--- src/rtl/onehot_codec.sv ---
// onehot_codec: registered one-hot <-> binary code converters.
// The encoder turns a one-hot (or multi-hot) vector into the index of its
// highest set bit and flags zero and multi-hot inputs. The decoder turns an
// index back into a one-hot enable vector. The two paths share only the
// clock and reset, and each has a latency of one cycle.
module onehot_codec #(
  parameter int SEL_W = 2
) (
  input  logic                  clk,
  input  logic                  rst,
  input  logic [(1<<SEL_W)-1:0] enc_in,
  input  logic                  enc_in_vld,
  output logic [SEL_W-1:0]      enc_out,
  output logic                  enc_out_vld,
  output logic                  enc_multi,
  output logic                  enc_zero,
  input  logic [SEL_W-1:0]      dec_in,
  input  logic                  dec_in_vld,
  input  logic                  dec_en,
  output logic [(1<<SEL_W)-1:0] dec_out,
  output logic                  dec_out_vld
);

  localparam int OH_W = 1 << SEL_W;

  // Encoder registered state and combinational next values
  logic [SEL_W-1:0] enc_idx_next;
  logic             enc_any_next;
  logic             enc_multi_next;
  logic [SEL_W-1:0] enc_out_reg;
  logic             enc_out_vld_reg;
  logic             enc_multi_reg;
  logic             enc_zero_reg;

  // Decoder registered state and combinational next value
  logic [OH_W-1:0]  dec_onehot_next;
  logic [OH_W-1:0]  dec_out_reg;
  logic             dec_out_vld_reg;

  // Priority encode: scanning upward lets the highest set bit win.
  always_comb begin
    enc_idx_next = '0;
    for (int i = 0; i < OH_W; i++) begin
      if (enc_in[i]) begin
        enc_idx_next = SEL_W'(i);
      end
    end
  end

  // Zero / multi-hot detection; clearing the lowest set bit leaves
  // something behind only if two or more bits were set.
  always_comb begin
    enc_any_next   = |enc_in;
    enc_multi_next = |(enc_in & (enc_in - OH_W'(1)));
  end

  // Decoder: one comparator per output line.
  generate
    for (genvar gi = 0; gi < OH_W; gi++) begin : g_dec
      assign dec_onehot_next[gi] = (dec_in == SEL_W'(gi));
    end
  endgenerate

  // Encoder registers: index holds when no valid input, flags clear.
  always_ff @(posedge clk) begin
    if (rst) begin
      enc_out_reg     <= '0;
      enc_out_vld_reg <= 1'b0;
      enc_multi_reg   <= 1'b0;
      enc_zero_reg    <= 1'b0;
    end else if (enc_in_vld) begin
      enc_out_reg     <= enc_any_next ? enc_idx_next : '0;
      enc_out_vld_reg <= enc_any_next;
      enc_multi_reg   <= enc_multi_next;
      enc_zero_reg    <= ~enc_any_next;
    end else begin
      enc_out_vld_reg <= 1'b0;
      enc_multi_reg   <= 1'b0;
      enc_zero_reg    <= 1'b0;
    end
  end

  // Decoder registers: enables never outlive their valid.
  always_ff @(posedge clk) begin
    if (rst) begin
      dec_out_reg     <= '0;
      dec_out_vld_reg <= 1'b0;
    end else begin
      dec_out_vld_reg <= dec_in_vld;
      dec_out_reg     <= (dec_in_vld && dec_en) ? dec_onehot_next : '0;
    end
  end

  assign enc_out     = enc_out_reg;
  assign enc_out_vld = enc_out_vld_reg;
  assign enc_multi   = enc_multi_reg;
  assign enc_zero    = enc_zero_reg;
  assign dec_out     = dec_out_reg;
  assign dec_out_vld = dec_out_vld_reg;

endmodule

--- config.mk ---
export PLATFORM = sky130hd
export DESIGN_NAME = onehot_codec
export DESIGN_NICKNAME = d
export VERILOG_FILES = /design/src/rtl/onehot_codec.sv
export SDC_FILE = /design/constraint.sdc
export NUM_CORES = 1
export LEC_CHECK = 0
export ABC_AREA = 1
export CAP_MARGIN = 5
export CORE_AREA = 2 2 39 41
export DETAILED_ROUTE_END_ITERATION = 8
export DIE_AREA = 0 0 41 43
export PLACE_DENSITY = 0.61
export SLEW_MARGIN = 0
export SYNTH_ARGS = -nofsm -noshare
export SYNTH_HDL_FRONTEND = slang
export SYNTH_SLANG_ARGS = --single-unit
--- constraint.sdc ---
create_clock -name clk -period 1.1 [get_ports clk]
set_input_delay 0.22 -clock clk [delete_from_list [all_inputs] [get_ports clk]]
set_output_delay 0.22 -clock clk [all_outputs]
set_load 0.005 [all_outputs]
==> results <==
[per-stage QoR]
step	util	std cells	area [um2]	power, mW
global route	0.4195	81	580.6	0.8520
CTS	0.4195	81	580.6	0.8140
detailed placement	0.4024	77	556.8	0.4976
floorplan	-	40	329.1	0.4192
finish	0.4195	81	580.6	0.8009
global placement	0.4024	77	556.8	0.4962
[report_power, final]
part | total, mW | switching [mW] | internal [mW] | leakage (nW)
Clock | 0.324 | 0.123 | 0.201 | 0.0210
Sequential | 0.381 | 0.00416 | 0.376 | 0.0821
Combinational | 0.0967 | 0.0383 | 0.0584 | 0.192
Total | 0.801 | 0.165 | 0.636 | 0.295
[cells in the final DEF, fill, tap and decap left out]
cell type / instances
a21oi_1: 3
nand2_1: 6
clkbuf_4: 3
buf_4: 1
clkbuf_8: 1
dlygate4sd2_1: 10
nor2_1: 7
nand2_2: 1
inv_1: 6
nor2_2: 1
nor3_1: 4
dfxtp_1: 10
o21ai_0: 2
clkdlybuf4s50_1: 10
[layout make-up]
class | count | area, um2 | share of cell area
Sequential cell | 10 | 200.2 | 0.3448
Multi-Input combinational cell | 24 | 106.4 | 0.1832
Timing Repair Buffer | 21 | 195.2 | 0.3362
Inverter | 6 | 22.52 | 0.03879
Tap cell | 16 | 20.02 | 0.03448
Clock buffer | 4 | 36.28 | 0.06250
[synthesized netlist by cell type, drive strengths merged]
cell,count
dfxtp,10
nor2,8
nand2,7
inv,6
nor3,4
a21oi,3
o21ai,2
[cells by family after synthesis]
logic type / Yosys count
buf+inv: 6
simple gates: 19
flops: 10
compound gates: 5
[worst max-delay path by stage]
stage                                 to  cells past startpoint
floorplan           enc_multi$_SDFF_PP0_                      4
global placement    enc_multi$_SDFF_PP0_                      5
detailed placement  enc_multi$_SDFF_PP0_                      5
CTS                           enc_out[1]                      1
global route                    enc_zero                      1
finish                        enc_out[1]                      1
[worst register-to-register path: cells and delay by family, from the launching register on]
family	cells	cell delay, ns
compound gates	2	0.23
flops	1	0.31
[timing repair]
item	in CTS	in global routing
buffers inserted	0	0
gates resized for setup	10	0
setup endpoints to repair	10	0
[metal layers]
metal / up-vias / global-route usage / part of all wire
li1: 175 / - / -
met1: 133 / 0.09477 / 0.38
met2: 15 / 0.1500 / 0.50
met3: 0 / 0.03141 / 0.11
met4: 0 / 0.08000 / 0
met5: - / 0 / 0
==> metrics.md <==
| Metric | Value |
|---|---|
| Routed wire per std cell | `between 8 and 9 um` |
| Diode count | `0` |
| Syn Nets | `51` |
| Sum Neg Setup Slack | `0 ns` |
| Crit path buf inv count | `1` |
| Vias/cell | `between 3 and 4` |
| RSZ-0062 raised after global routing | `no` |
| Hold-fix buffers at CTS | `0` |
| Root buffer cell | `clkbuf_4` |
| CP Max Fanout | `2` |
| Hold Startpoint | `dec_in_vld` |
| Synth top area share | `0.6084` |
| Final WL | `681 um` |
| Reg2reg setup slack | `between 0.4 and 0.5 ns` |
| Period minus WS final | `1.045 ns` |
| Max-slew violations | `0` |
| Placer congestion estimate | `just over 0.6` |
| Final worst-path cycle share | `0.9504` |
| R2R cell count | `2` |
| Die outline area | `1763 um2` |
| Slowest Stage Delay on Critical Path | `0.31 ns` |
| Peak VDD IR | `0.5105 mV` |
| Setup Slack @ Placement | `-0.08303 ns` |
| Die Y | `approximately 43 um` |
| Largest family of logic cells by synthesized area | `simple AND/OR/NAND/NOR gates` |
| CTS H-tree lvls | `1` |
| First-pass GRT wire length | `1097 um` |
| Setup slack after layout | `0.05452 ns` |
| Starting Density | `0.2378` |
| CTS Buffer Depth | `2` |
| CTS Sinks | `10` |
| Slew headroom | `0.8503` |
| Pleak | `0.2952 nW` |
| CP Capture Type | `output port` |
| Clock Latency Late Sink | `0.26 ns` |
| Arrival time at the worst endpoint | `0.83 ns` |
| Area growth syn-to-layout | `76.43%` |
| CP Data Required Time | `0.88 ns` |
| Via Count | `approximately 320` |
| CTS tree | `yes` |
| Synth Area in Adders | `0` |
| Worst hold margin | `roughly 0.50 ns` |
| Synthesized-area fraction occupied by and/or/nand/nor cells | `0.2471` |
| Nets | `77` |
| Final Setup Violations | `0` |
| Synth Area in Compound Gates | `0.07605` |
| Largest net degree at the start of global routing | `7` |
| Critical Path Start Type | `flop` |
| Multiplexer share of the synthesized area | `0` |
| Max FFs per register | `4` |
| Hold path depth | `3` |
| CP max stage cell | `dfxtp_1` |
| Clock Skews | `0 ns` |
| Vias in the first global route | `311` |
| GRT Total Usage | `0.09586` |
| Crit path max-delay family | `flip-flops` |
| Max Cap Viol | `0` |
| Post-synth cell types | `9` |
| I/O Pins | `21` |
| Grt ovf | `0` |
| Final Hold Viols | `0` |
| Synth warn | `0` |
| Initial antenna violation count | `0` |
| #FFs+latches synth | `10` |
| # rows | `14` |
| Die Width | `41 um` |
| WHS Endpoint | `dec_out_vld$_SDFF_PP0_` |
| Number of I/O port buffers | `20` |
| Number of remaining DRC errors | `0` |
| Crit Path Class | `flop to output port` |
| Reg-to-Reg Start | `enc_out[1]$_SDFFE_PP0P_` |
| Worst Max-Slew Pin Slew | `approximately 0.22 ns` |
| Clock slew at reported path FFs | `0.07 ns` |
| Area leader, netlist | `dfxtp_1` |
| Crit-path cells | `dlygate4sd2_1` |
| Layout cell share with drive strength beyond 1 | `0.1077` |
| Post-Syn Area per Cell | `around 8.2 um2` |
| Synthesized cell area | `329.1 um2` |
| Synth top area cells | `dfxtp_1, nor2_1, inv_1, nand2_1, nor3_1` |
| Status | `complete, no violations` |
| DRT Pass-1 Iters | `2` |
| Seq/Total Area, Yosys | `0.6084` |
| Worst min path class | `primary input to flop` |
| Routed Antenna Nets | `0` |
| PwrDens | `1380 nW/um2` |
| Fmax | `0.9565 GHz` |
| Critical Path Start | `enc_out[1]$_SDFFE_PP0P_` |
| Detail Placement HPWL | `574.2 um` |
| Post-synthesis xor/xnor area fraction | `0` |
| Core area | `between 1000 and 1500 um2` |
| DR iter-0 viols | `1` |
| R2R Path End | `enc_out[1]$_SDFFE_PP0P_` |
| CTS Buf Count | `3` |
| Post-synthesis cell count | `40` |
| Filler cell count | `147` |
No activity file was read; power rests on OpenSTA's default activity.
